## config.mk

```make
export PLATFORM = sky130hd
export DESIGN_NAME = kbd_decoder_flat
export DESIGN_NICKNAME = d
export VERILOG_FILES = /design/src/rtl/kbd_decoder_if.sv /design/src/rtl/kbd_decoder.sv /design/src/flat_wrapper.sv
export SDC_FILE = /design/constraint.sdc
export NUM_CORES = 1
export LEC_CHECK = 0
export ABC_AREA = 1
export ABC_CLOCK_PERIOD_IN_PS = 4300
export CORE_ASPECT_RATIO = 0.5
export CORE_MARGIN = 2
export CORE_UTILIZATION = 25
export CTS_BUF_LIST = sky130_fd_sc_hd__clkbuf_16
export CTS_CLUSTER_SIZE = 20
export DETAILED_ROUTE_END_ITERATION = 6
export HOLD_SLACK_MARGIN = 0.12
export REMOVE_ABC_BUFFERS = 1
export SLEW_MARGIN = 20
export SYNTH_ARGS = -nofsm -noshare
export SYNTH_HDL_FRONTEND = slang
export SYNTH_SLANG_ARGS = --single-unit
```

## constraint.sdc

```tcl
create_clock -name clk -period 4.3 [get_ports clk]
set_clock_uncertainty 0.05 [all_clocks]
set_input_delay 0.86 -clock clk [delete_from_list [all_inputs] [get_ports clk]]
set_output_delay 0.86 -clock clk [all_outputs]
set_load 0.1 [all_outputs]
```

## src/rtl/kbd_decoder_if.sv

```systemverilog
`default_nettype none
`timescale 1ns/1ps
// ============================================================================
// Module      : kbd_decoder_if
// Description : Handshake bundle between an upstream PS/2 receiver FIFO and
//               the scancode decoder (head byte, non-empty flag, overflow,
//               active-low pop request).
// Revision    : 1.0 - initial release
// ============================================================================
interface kbd_decoder_if;
    logic       ready;
    logic [7:0] data;
    logic       overflow;
    logic       nextdata_n;

    // FIFO side: presents bytes, receives pop requests
    modport master (
        output ready,
        output data,
        output overflow,
        input  nextdata_n
    );

    // Decoder side: consumes bytes, issues pop requests
    modport slave (
        input  ready,
        input  data,
        input  overflow,
        output nextdata_n
    );
endinterface
`default_nettype wire

```

## src/rtl/kbd_decoder.sv

```systemverilog
`default_nettype none
`timescale 1ns/1ps
// ============================================================================
// Module      : kbd_decoder
// Description : Set-2 PS/2 scancode decoder. Pops one byte at a time from an
//               upstream FIFO, tracks break/extended prefixes, reports the
//               currently held key, its ASCII code and a BCD press counter.
// Revision    : 1.0 - initial release
// ============================================================================
module kbd_decoder #(
    parameter int LOWERCASE = 1
) (
    input  wire logic       clk,
    input  wire logic       clrn,
    kbd_decoder_if.slave    fifo,
    output logic            key_valid,
    output logic [7:0]      scan_code,
    output logic [7:0]      ascii,
    output logic            ext,
    output logic [7:0]      press_cnt,
    output logic            ovf_sticky
);

    localparam logic [7:0] C_BREAK  = 8'hF0;
    localparam logic [7:0] C_EXTEND = 8'hE0;

    typedef enum logic [1:0] {
        IDLE = 2'd0,
        POP  = 2'd1,
        GAP  = 2'd2
    } state_t;

    state_t     r_state, w_state_nxt;
    logic       r_nextdata_n, w_nextdata_n_nxt;
    logic [7:0] r_byte;
    logic       r_brk, r_ext_pend;

    assign fifo.nextdata_n = r_nextdata_n;

    // Main-row letters and digits only; extended codes never map to ASCII.
    function automatic logic [7:0] f_lookup(input logic [7:0] code, input logic extd);
        logic [7:0] v;
        v = 8'h00;
        case (code)
            8'h1C: v = "a";  8'h32: v = "b";  8'h21: v = "c";  8'h23: v = "d";
            8'h24: v = "e";  8'h2B: v = "f";  8'h34: v = "g";  8'h33: v = "h";
            8'h43: v = "i";  8'h3B: v = "j";  8'h42: v = "k";  8'h4B: v = "l";
            8'h3A: v = "m";  8'h31: v = "n";  8'h44: v = "o";  8'h4D: v = "p";
            8'h15: v = "q";  8'h2D: v = "r";  8'h1B: v = "s";  8'h2C: v = "t";
            8'h3C: v = "u";  8'h2A: v = "v";  8'h1D: v = "w";  8'h22: v = "x";
            8'h35: v = "y";  8'h1A: v = "z";
            8'h45: v = "0";  8'h16: v = "1";  8'h1E: v = "2";  8'h26: v = "3";
            8'h25: v = "4";  8'h2E: v = "5";  8'h36: v = "6";  8'h3D: v = "7";
            8'h3E: v = "8";  8'h46: v = "9";
            default: v = 8'h00;
        endcase
        // Letters sit at 0x61.. in lowercase; shift down by 0x20 for uppercase
        if ((LOWERCASE == 0) && (v >= 8'h61)) begin
            v = v - 8'h20;
        end
        if (extd) begin
            v = 8'h00;
        end
        return v;
    endfunction

    // Two-digit packed BCD increment, wrapping 99 -> 00
    function automatic logic [7:0] f_bcd_inc(input logic [7:0] v);
        logic [3:0] lo, hi;
        lo = v[3:0];
        hi = v[7:4];
        if (lo == 4'd9) begin
            lo = 4'd0;
            hi = (hi == 4'd9) ? 4'd0 : hi + 4'd1;
        end else begin
            lo = lo + 4'd1;
        end
        return {hi, lo};
    endfunction

    // State and pop-request registers
    always_ff @(posedge clk or negedge clrn) begin
        if (!clrn) begin
            r_state      <= IDLE;
            r_nextdata_n <= 1'b1;
        end else begin
            r_state      <= w_state_nxt;
            r_nextdata_n <= w_nextdata_n_nxt;
        end
    end

    // Next state: one pop, one processing edge, one idle gap per byte
    always_comb begin
        w_state_nxt      = r_state;
        w_nextdata_n_nxt = 1'b1;
        case (r_state)
            IDLE: begin
                if (fifo.ready) begin
                    w_state_nxt      = POP;
                    w_nextdata_n_nxt = 1'b0;
                end
            end
            POP:     w_state_nxt = GAP;
            GAP:     w_state_nxt = IDLE;
            default: w_state_nxt = IDLE;
        endcase
    end

    // Capture the FIFO head on the edge that issues the pop
    always_ff @(posedge clk or negedge clrn) begin
        if (!clrn) begin
            r_byte <= 8'h00;
        end else if ((r_state == IDLE) && fifo.ready) begin
            r_byte <= fifo.data;
        end
    end

    // Byte interpretation: prefixes, releases, repeats and new presses
    always_ff @(posedge clk or negedge clrn) begin
        if (!clrn) begin
            r_brk      <= 1'b0;
            r_ext_pend <= 1'b0;
            key_valid  <= 1'b0;
            scan_code  <= 8'h00;
            ascii      <= 8'h00;
            ext        <= 1'b0;
            press_cnt  <= 8'h00;
        end else if (r_state == POP) begin
            if (r_byte == C_BREAK) begin
                r_brk <= 1'b1;
            end else if (r_byte == C_EXTEND) begin
                r_ext_pend <= 1'b1;
            end else if (r_brk) begin
                // Release only counts for the key currently held
                if (key_valid && (r_byte == scan_code)) begin
                    key_valid <= 1'b0;
                end
                r_brk      <= 1'b0;
                r_ext_pend <= 1'b0;
            end else if (key_valid && (r_byte == scan_code) && (r_ext_pend == ext)) begin
                // Typematic repeat of the held key
                r_ext_pend <= 1'b0;
            end else begin
                scan_code  <= r_byte;
                ext        <= r_ext_pend;
                ascii      <= f_lookup(r_byte, r_ext_pend);
                key_valid  <= 1'b1;
                press_cnt  <= f_bcd_inc(press_cnt);
                r_ext_pend <= 1'b0;
            end
        end
    end

    // Overflow latch, cleared only by reset
    always_ff @(posedge clk or negedge clrn) begin
        if (!clrn) begin
            ovf_sticky <= 1'b0;
        end else if (fifo.overflow) begin
            ovf_sticky <= 1'b1;
        end
    end

endmodule
`default_nettype wire

```

## src/flat_wrapper.sv

```systemverilog
// flat-port wrapper written by rule: the top's interface ports become plain ports
module kbd_decoder_flat 
#(
    parameter int LOWERCASE = 1
)
  (clk, clrn, key_valid, scan_code, ascii, ext, press_cnt, ovf_sticky, fifo_ready, fifo_data, fifo_overflow, fifo_nextdata_n);
  kbd_decoder_if fifo_i ();
  input  wire logic clk;
  input  wire logic clrn;
  output logic key_valid;
  output logic [7:0] scan_code;
  output logic [7:0] ascii;
  output logic ext;
  output logic [7:0] press_cnt;
  output logic ovf_sticky;
  input wire logic [$bits(fifo_i.ready)-1:0] fifo_ready;
  input wire logic [$bits(fifo_i.data)-1:0] fifo_data;
  input wire logic [$bits(fifo_i.overflow)-1:0] fifo_overflow;
  output wire logic [$bits(fifo_i.nextdata_n)-1:0] fifo_nextdata_n;
  assign fifo_i.ready = fifo_ready;
  assign fifo_i.data = fifo_data;
  assign fifo_i.overflow = fifo_overflow;
  assign fifo_nextdata_n = fifo_i.nextdata_n;
  kbd_decoder #(.LOWERCASE(LOWERCASE)) u_core (.clk(clk), .clrn(clrn), .fifo(fifo_i), .key_valid(key_valid), .scan_code(scan_code), .ascii(ascii), .ext(ext), .press_cnt(press_cnt), .ovf_sticky(ovf_sticky));
endmodule
```

==> impl_summary.txt, run 1 <==
----------------------------------------------------
[Synth]
  Library cell occupying the most area in the post-synthesis netlist ... sky130_fd_sc_hd__dfrtp_1
  Total of flip-flops plus latches after synthesis ... 39
  Biggest area contributors in the synthesized netlist ... sky130_fd_sc_hd__dfrtp_1 (38%), sky130_fd_sc_hd__nand2_1 (21%), sky130_fd_sc_hd__nand3_1 (5.7%), sky130_fd_sc_hd__o21ai_0 (4.7%), sky130_fd_sc_hd__nor2_1 (4.6%)
  Post-Synthesis Cells ... 371
  Area share of the largest cell type after synthesis ... 37.5%
  Ys Warns ... 0
  Synthesized area per cell ... 6.83 um^2
  Area of the mapped netlist ... 2530 um^2
  Number of distinct library cells after synthesis ... 35
  Sequential cell area fraction in the yosys report ... 38.6%

[Timing]
  Final slew viol count ... 0
  Transition at the pin with the smallest max-transition slack ... between 1000 and 1500 ps
  Total negative slack ... 0 ps
  Final hold viol count ... 0
  Setup WS post-layout ... about 1500 ps
  Fmax ... around 0.36 GHz
  Worst rel slew slack ... between 30% and 40%
  Final setup fails ... 0
  Setup repair after global routing missed its margin ... false
  Clock period minus worst slack ... roughly 2800 ps
  Part of the cycle the worst path needs ... about 65%

[Run status]
  Run status ... finished, final reports clean

[Clock network]
  Root Buffer ... sky130_fd_sc_hd__clkbuf_16
  Buffers inserted during post-CTS setup optimization ... 0
  Worst-path clk slew ... around 60 ps
  TritonCTS clock tree ... done
  Number of clock sinks ... 39
  Post-CTS Hold Buffers ... 0
  Post-cts sizing count ... 0
  Clk_lat worst skew ... roughly 280 ps
  Maximum buffer depth of the clock tree ... 2
  CTS H-tree depth ... 2
  Total CTS buffers ... 5

[GRT]
  Total routing resource utilization after global routing ... a little under an eighth
  Number of global-route vias before repair ... roughly 2100
  GRT overflow ... 0
  Number of antenna violations at the first check in global routing ... 0
  Pin count of the biggest net entering global routing ... 40
  Wire length of the first global-routing pass ... roughly 10 mm

[Die]
  CORE AREA ... around 9600 um^2
  Site row count ... 25
  I/O pin total ... 40
  Horizontal extent of the die ... 146 um
  Starting density of the core ... 26.3%
  Die area ... 11000 um^2
  Vertical die dimension ... roughly 75 um

[Setup path]
  Worst Path Class, Setup ... flip-flop to output pin
  Critical path arrival ... around 1900 ps
  Longest individual stage delay on the worst path ... around 1100 ps
  Crit path cell chain ... clkdlybuf4s50_1
  Data required time of the critical path ... around 3400 ps
  CP Max Fanout ... 1
  Kind of launch point of the worst setup path ... flip-flop
  Crit path capture type ... output pin
  Cell family contributing the most delay on the critical path ... buffers and inverters
  Standard cell with the maximum stage delay on the critical path ... sky130_fd_sc_hd__clkdlybuf4s50_1
  Buffers & Inverters on Critical Path ... 1

[Routing]
  Number of vias per cell after detailed routing ... about 4.5
  Via Count ... around 2400
  Number of DRC markers in iteration 0 ... roughly 130
  Detailed-router iteration count before antenna repair ... 4
  Antenna Violating Nets Remaining ... 0
  Average wire per standard cell ... between 10 and 15 um
  Residual DRC count ... 0
  Detailed-route wire length ... ~6.4 mm

[Placed design]
  Port bufs ... 38
  Placed Instances ... between 500 and 600
  Post-detail-place hpwl ... around 4.8 mm
  RD Place Congestion ... roughly 0.91
  Setup Slack @ Placement ... around 1800 ps

[Layout]
  Area occupied by multi-input gates ... 1340 um^2
  Fin cells ... 538
  Register cell area after layout ... about 1000 um^2
  Share of layout cells above drive strength 1 ... roughly 6.5%
  Leading cell type in the layout, fill and taps excluded ... sky130_fd_sc_hd__nand2_1
  Commonest cells after routing, fill and taps aside ... sky130_fd_sc_hd__nand2_1 (142), sky130_fd_sc_hd__dfrtp_1 (38), sky130_fd_sc_hd__clkdlybuf4s50_1 (37), sky130_fd_sc_hd__nor2_1 (31), sky130_fd_sc_hd__nand3_1 (29)
  Ant diodes ... 0
  Filler Cells Inserted ... ~1100
  Number of nets in the layout ... roughly 420
  Layout-stage area growth over the synthesis result ... 23.5%

[Power and ir drop]
  Clk pwr share ... between 10% and 20%
  Leakage Power ... 0.00150 uW
  Total power divided by cell area ... roughly 780 nW/um^2
  Sequential power share ... approximately a quarter
  Net switching component of the power ... 1390 uW
  IR Drop Worst-Case VDD ... roughly 0.19 mV
  Switch share ... between 50 and 60%
  Combinational group share of total power ... 60.3%
  Cell-internal power ... 1060 uW

[Run]
  Max_cap viols ... 0

[Min path]
  Hold Crit Class ... flip-flop to flip-flop

----------------------------------------------------
==> synth_stat cells <==
cell and count:
sky130_fd_sc_hd__clkinv_1 1, sky130_fd_sc_hd__nand3_1 29, sky130_fd_sc_hd__nor2_4 1, sky130_fd_sc_hd__inv_4 2
sky130_fd_sc_hd__nor2b_1 1, sky130_fd_sc_hd__o21ai_0 24, sky130_fd_sc_hd__inv_1 27, sky130_fd_sc_hd__o211ai_1 1
sky130_fd_sc_hd__nand4_1 7, sky130_fd_sc_hd__or2_1 1, sky130_fd_sc_hd__buf_2 6, sky130_fd_sc_hd__buf_6 2
sky130_fd_sc_hd__xor2_2 1, sky130_fd_sc_hd__nand2_1 142, sky130_fd_sc_hd__inv_2 3, sky130_fd_sc_hd__dfstp_2 1
sky130_fd_sc_hd__nor3_1 3, sky130_fd_sc_hd__conb_1 1, sky130_fd_sc_hd__and2_1 1, sky130_fd_sc_hd__nor2_2 3
sky130_fd_sc_hd__a21oi_1 7, sky130_fd_sc_hd__clkbuf_1 3, sky130_fd_sc_hd__dfrtp_1 38, sky130_fd_sc_hd__xnor2_1 2
sky130_fd_sc_hd__nand2_2 2, sky130_fd_sc_hd__o21ai_2 1, sky130_fd_sc_hd__o22ai_1 1, sky130_fd_sc_hd__or2_2 3
sky130_fd_sc_hd__a21o_1 1, sky130_fd_sc_hd__xor2_1 3, sky130_fd_sc_hd__ha_1 7, sky130_fd_sc_hd__nor2_1 31
sky130_fd_sc_hd__o21ai_1 10, sky130_fd_sc_hd__buf_4 3, sky130_fd_sc_hd__nand3_2 2
==> worst paths after layout <==
check | from | to | slack, ps | cells after the start
max | u_core.fifo.nextdata_n | fifo_nextdata_n | 1480 | 1
min | u_core.ovf_sticky | u_core.ovf_sticky | 420 | 1
max reg2reg | u_core.r_byte[1] | u_core.ascii[3] | 1870 | 11
min reg2reg | u_core.ovf_sticky | u_core.ovf_sticky | 420 | 1
max in group asynchronous | clrn | u_core.ascii[1] | 3000 | 1
min in group asynchronous | clrn | u_core.r_byte[0] | 650 | 1
==> flip-flops by register name (all words and copies together), names as in the netlist <==
| name | cells |
|---|---|
| u_core.r_byte | 8 |
| u_core.r_state | 2 |
| u_core.press_cnt | 8 |
| u_core.scan_code | 8 |
| u_core.key_valid | 1 |
| u_core.ovf_sticky | 1 |
| u_core.r_brk | 1 |
| u_core.fifo.nextdata_n | 1 |
| u_core.r_ext_pend | 1 |
| u_core.ext | 1 |
| u_core.ascii | 7 |
==> per-layer routing <==
metal  vias to the layer above  routed length (um)  global-route usage [%]
met1                      1097                3310                    16.7
met2                        59                2760                    19.0
met5                         -                   0                       0
li1                       1244                   -                       -
met3                         6                 272                    2.42
met4                         0                  70                    3.24
==> cells by family (layout without fill, tap and decap cells) <==
logic type	Yosys count	after routing	synth area share [%]
AND/OR/NAND/NOR	226	226	37.6
buffers and inverters	47	79	8.50
AO/OA/AOI/OAI	45	45	9.29
flip-flops	39	39	38.6
adder cells (fa/ha/maj)	7	7	3.46
XOR/XNOR	6	6	2.37
other	1	1	0.148
==> power groups by stage <==
stage	clock network [uW]	logic, uW	registers [uW]
2_1_floorplan	0	499	1240
3_3_place_gp	0	1480	622
3_5_place_dp	0	1480	625
4_1_cts	360	1480	619
5_1_grt	374	1590	644
6_report	352	1480	620
==> through the flow <==
step	utilization [%]	total power, uW	cell area [um^2]	hold WS, ps
6_report	32.5	2450	3130	421
5_1_grt	32.5	2610	3130	449
4_1_cts	32.5	2460	3130	419
3_5_place_dp	31.0	2100	2990	405
3_3_place_gp	31.0	2100	2990	403
2_1_floorplan	-	1740	2450	403
==> final cells by class <==
class / instances / share of cell area (%)
inverters: 33 / 4.12
clock inverters: 3 / 0.400
flip-flops and latches: 39 / 31.2
well taps: 135 / 5.40
clock buffers: 5 / 4.00
multi-input cells: 285 / 42.8
repair buffers: 38 / 12.0
Note: power is estimated with default switching activity, not from simulation.
==> run 2: changes to the inputs <==
- ABC_CLOCK_PERIOD_IN_PS: 4300 -> 2450
- clock period: 4.3 -> 2.45 ns (I/O delays scaled with it)
==> impl_summary.txt, run 2 (synthesis results as in run 1) <==
----------------------------------------------------
[Setup path]
  Worst Path Class, Setup ... flip-flop to flip-flop
  Crit Reg-Reg Endpoint ... u_core.ascii[1]
  Data required time of the critical path ... roughly 2600 ps
  Depth of the most critical reg-to-reg path ... 12
  Setup slack of the worst register-to-register path ... roughly 290 ps
  Crit path capture type ... flip-flop
  Worst reg2reg path startpoint ... u_core.r_byte[0]
  Critical path arrival ... 2280 ps
  CP dominant cell by count ... sky130_fd_sc_hd__nand2_1
  Crit path cell chain ... inv_1 -> ha_1 -> nand2_1 -> nor2_1 -> nand3_1 -> nand3_1 -> nor2_2 -> nand2_2 -> buf_4 -> nor2_1 -> nand2_1 -> nand2_1
  Standard cell with the maximum stage delay on the critical path ... sky130_fd_sc_hd__dfrtp_1
  Kind of launch point of the worst setup path ... flip-flop
  Cell family contributing the most delay on the critical path ... simple AND/OR/NAND/NOR gates
  CP Max Fanout ... 10
  Buffers & Inverters on Critical Path ... 2
  Longest individual stage delay on the worst path ... ~440 ps

[Placed design]
  RD Place Congestion ... a little over 0.9
  Placed Instances ... between 500 and 600
  Post-detail-place hpwl ... between 5 and 6 mm
  Port bufs ... 38
  Setup Slack @ Placement ... between 300 and 400 ps
  Placed standard-cell area ... around 3000 um^2

[Min path]
  Hold Crit Class ... input port to async pin

[Timing]
  Clock period minus worst slack ... approximately 2200 ps
  Part of the cycle the worst path needs ... about nine tenths
  Setup repair after global routing missed its margin ... false
  Fmax ... roughly 0.46 GHz
  Setup WS post-layout ... 289 ps
  Worst rel slew slack ... between 60% and 70%
  Final slew viol count ... 0
  Final hold viol count ... 0
  Final setup fails ... 0
  Transition at the pin with the smallest max-transition slack ... slightly above 500 ps
  Total negative slack ... 0 ps

[Power and ir drop]
  Total power divided by cell area ... around 1400 nW/um^2
  IR Drop Worst-Case VDD ... between 0.3 and 0.4 mV
  Leakage Power ... around 0.0016 uW

[Clock network]
  Maximum buffer depth of the clock tree ... 2
  Clk_lat worst skew ... between 200 and 300 ps
  Worst-path clk slew ... ~60 ps
  Buffers inserted during post-CTS setup optimization ... 0
  Number of clock sinks ... 39
  CTS H-tree depth ... 2
  Post-CTS Hold Buffers ... 0
  Root Buffer ... sky130_fd_sc_hd__clkbuf_16
  TritonCTS clock tree ... done
  Post-cts sizing count ... 0
  Total CTS buffers ... 5

[Die]
  Site row count ... 25
  CORE AREA ... 9630 um^2
  Horizontal extent of the die ... around 150 um
  Vertical die dimension ... 75.2 um
  Starting density of the core ... around a quarter
  Die area ... ~11000 um^2
  I/O pin total ... 40

[Routing]
  Antenna Violating Nets Remaining ... 0
  Detailed-route wire length ... between 6 and 7 mm
  Detailed-router iteration count before antenna repair ... 5
  Number of vias per cell after detailed routing ... approximately 4.5
  Number of DRC markers in iteration 0 ... roughly 170
  Residual DRC count ... 0
  Via Count ... between 2000 and 2500
  Average wire per standard cell ... 12.3 um

[Run status]
  Run status ... finished, final reports clean

[GRT]
  Total routing resource utilization after global routing ... roughly 13%
  Pin count of the biggest net entering global routing ... 40
  Wire length of the first global-routing pass ... between 10 and 15 mm
  Number of antenna violations at the first check in global routing ... 0
  Number of global-route vias before repair ... ~2200
  GRT overflow ... 0

[Layout]
  Core Util, Final ... about a third
  Layout-stage area growth over the synthesis result ... 23.5%
  Number of nets in the layout ... 430
  Leading registers by flop count ... u_core.press_cnt (8), u_core.r_byte (8), u_core.scan_code (8)
  Commonest cells after routing, fill and taps aside ... sky130_fd_sc_hd__nand2_1 (142), sky130_fd_sc_hd__dfrtp_1 (38), sky130_fd_sc_hd__buf_4 (36), sky130_fd_sc_hd__nor2_1 (31)
  Fin cells ... approximately 550
  Share of layout cells above drive strength 1 ... between 10% and 20%
  Layout Cell Area excl Fill ... 3130 um^2
  Leading cell type in the layout, fill and taps excluded ... sky130_fd_sc_hd__nand2_1
  Ant diodes ... 0

[Run]
  Max_cap viols ... 0

----------------------------------------------------
## run 2: how the worst max path moves through the flow
stage / start / cells after the start / to / slack [ps]
finish: u_core.r_byte[0] / 12 / u_core.ascii[1] / 290
global route: u_core.r_byte[0] / 11 / u_core.scan_code[3] / 60
CTS: u_core.r_byte[0] / 12 / u_core.ascii[1] / 290
detailed placement: u_core.r_byte[0] / 12 / u_core.ascii[1] / 340
global placement: u_core.r_byte[1] / 13 / u_core.ascii[3] / 440
floorplan: u_core.scan_code[5] / 11 / u_core.press_cnt[1] / 230
## run 2: area by class of cell
class	instances	area, um^2
fill	1071	6510
multi-input combinational	285	1340
sequential	39	977
timing repair buffer	47	375
tap	135	169
inverter	33	129
clock buffer	5	125
clock inverter	3	12.5
## run 2: metrics by stage
step | total power, uW | hold WS, ps
6_report | 4310 | 203
5_1_grt | 4610 | 259
4_1_cts | 4320 | 240
3_5_place_dp | 3690 | 431
3_3_place_gp | 3690 | 406
2_1_floorplan | 3060 | 144
## run 2: routing by layer
layer	wire, um	vias to the layer above	track usage [%]
li1	-	1259	-
met5	0	-	0
met4	55	0	2.91
met1	3400	1113	18.2
met2	2900	63	19.8
met3	360	7	2.30
## run 2: power by group
part	internal [uW]	switching, uW	total, uW	leakage [uW]
combinational	631	1990	2620	0.00102
sequential	848	225	1070	0.000492
clock	368	249	617	0.0000762
total	1850	2460	4310	0.00159
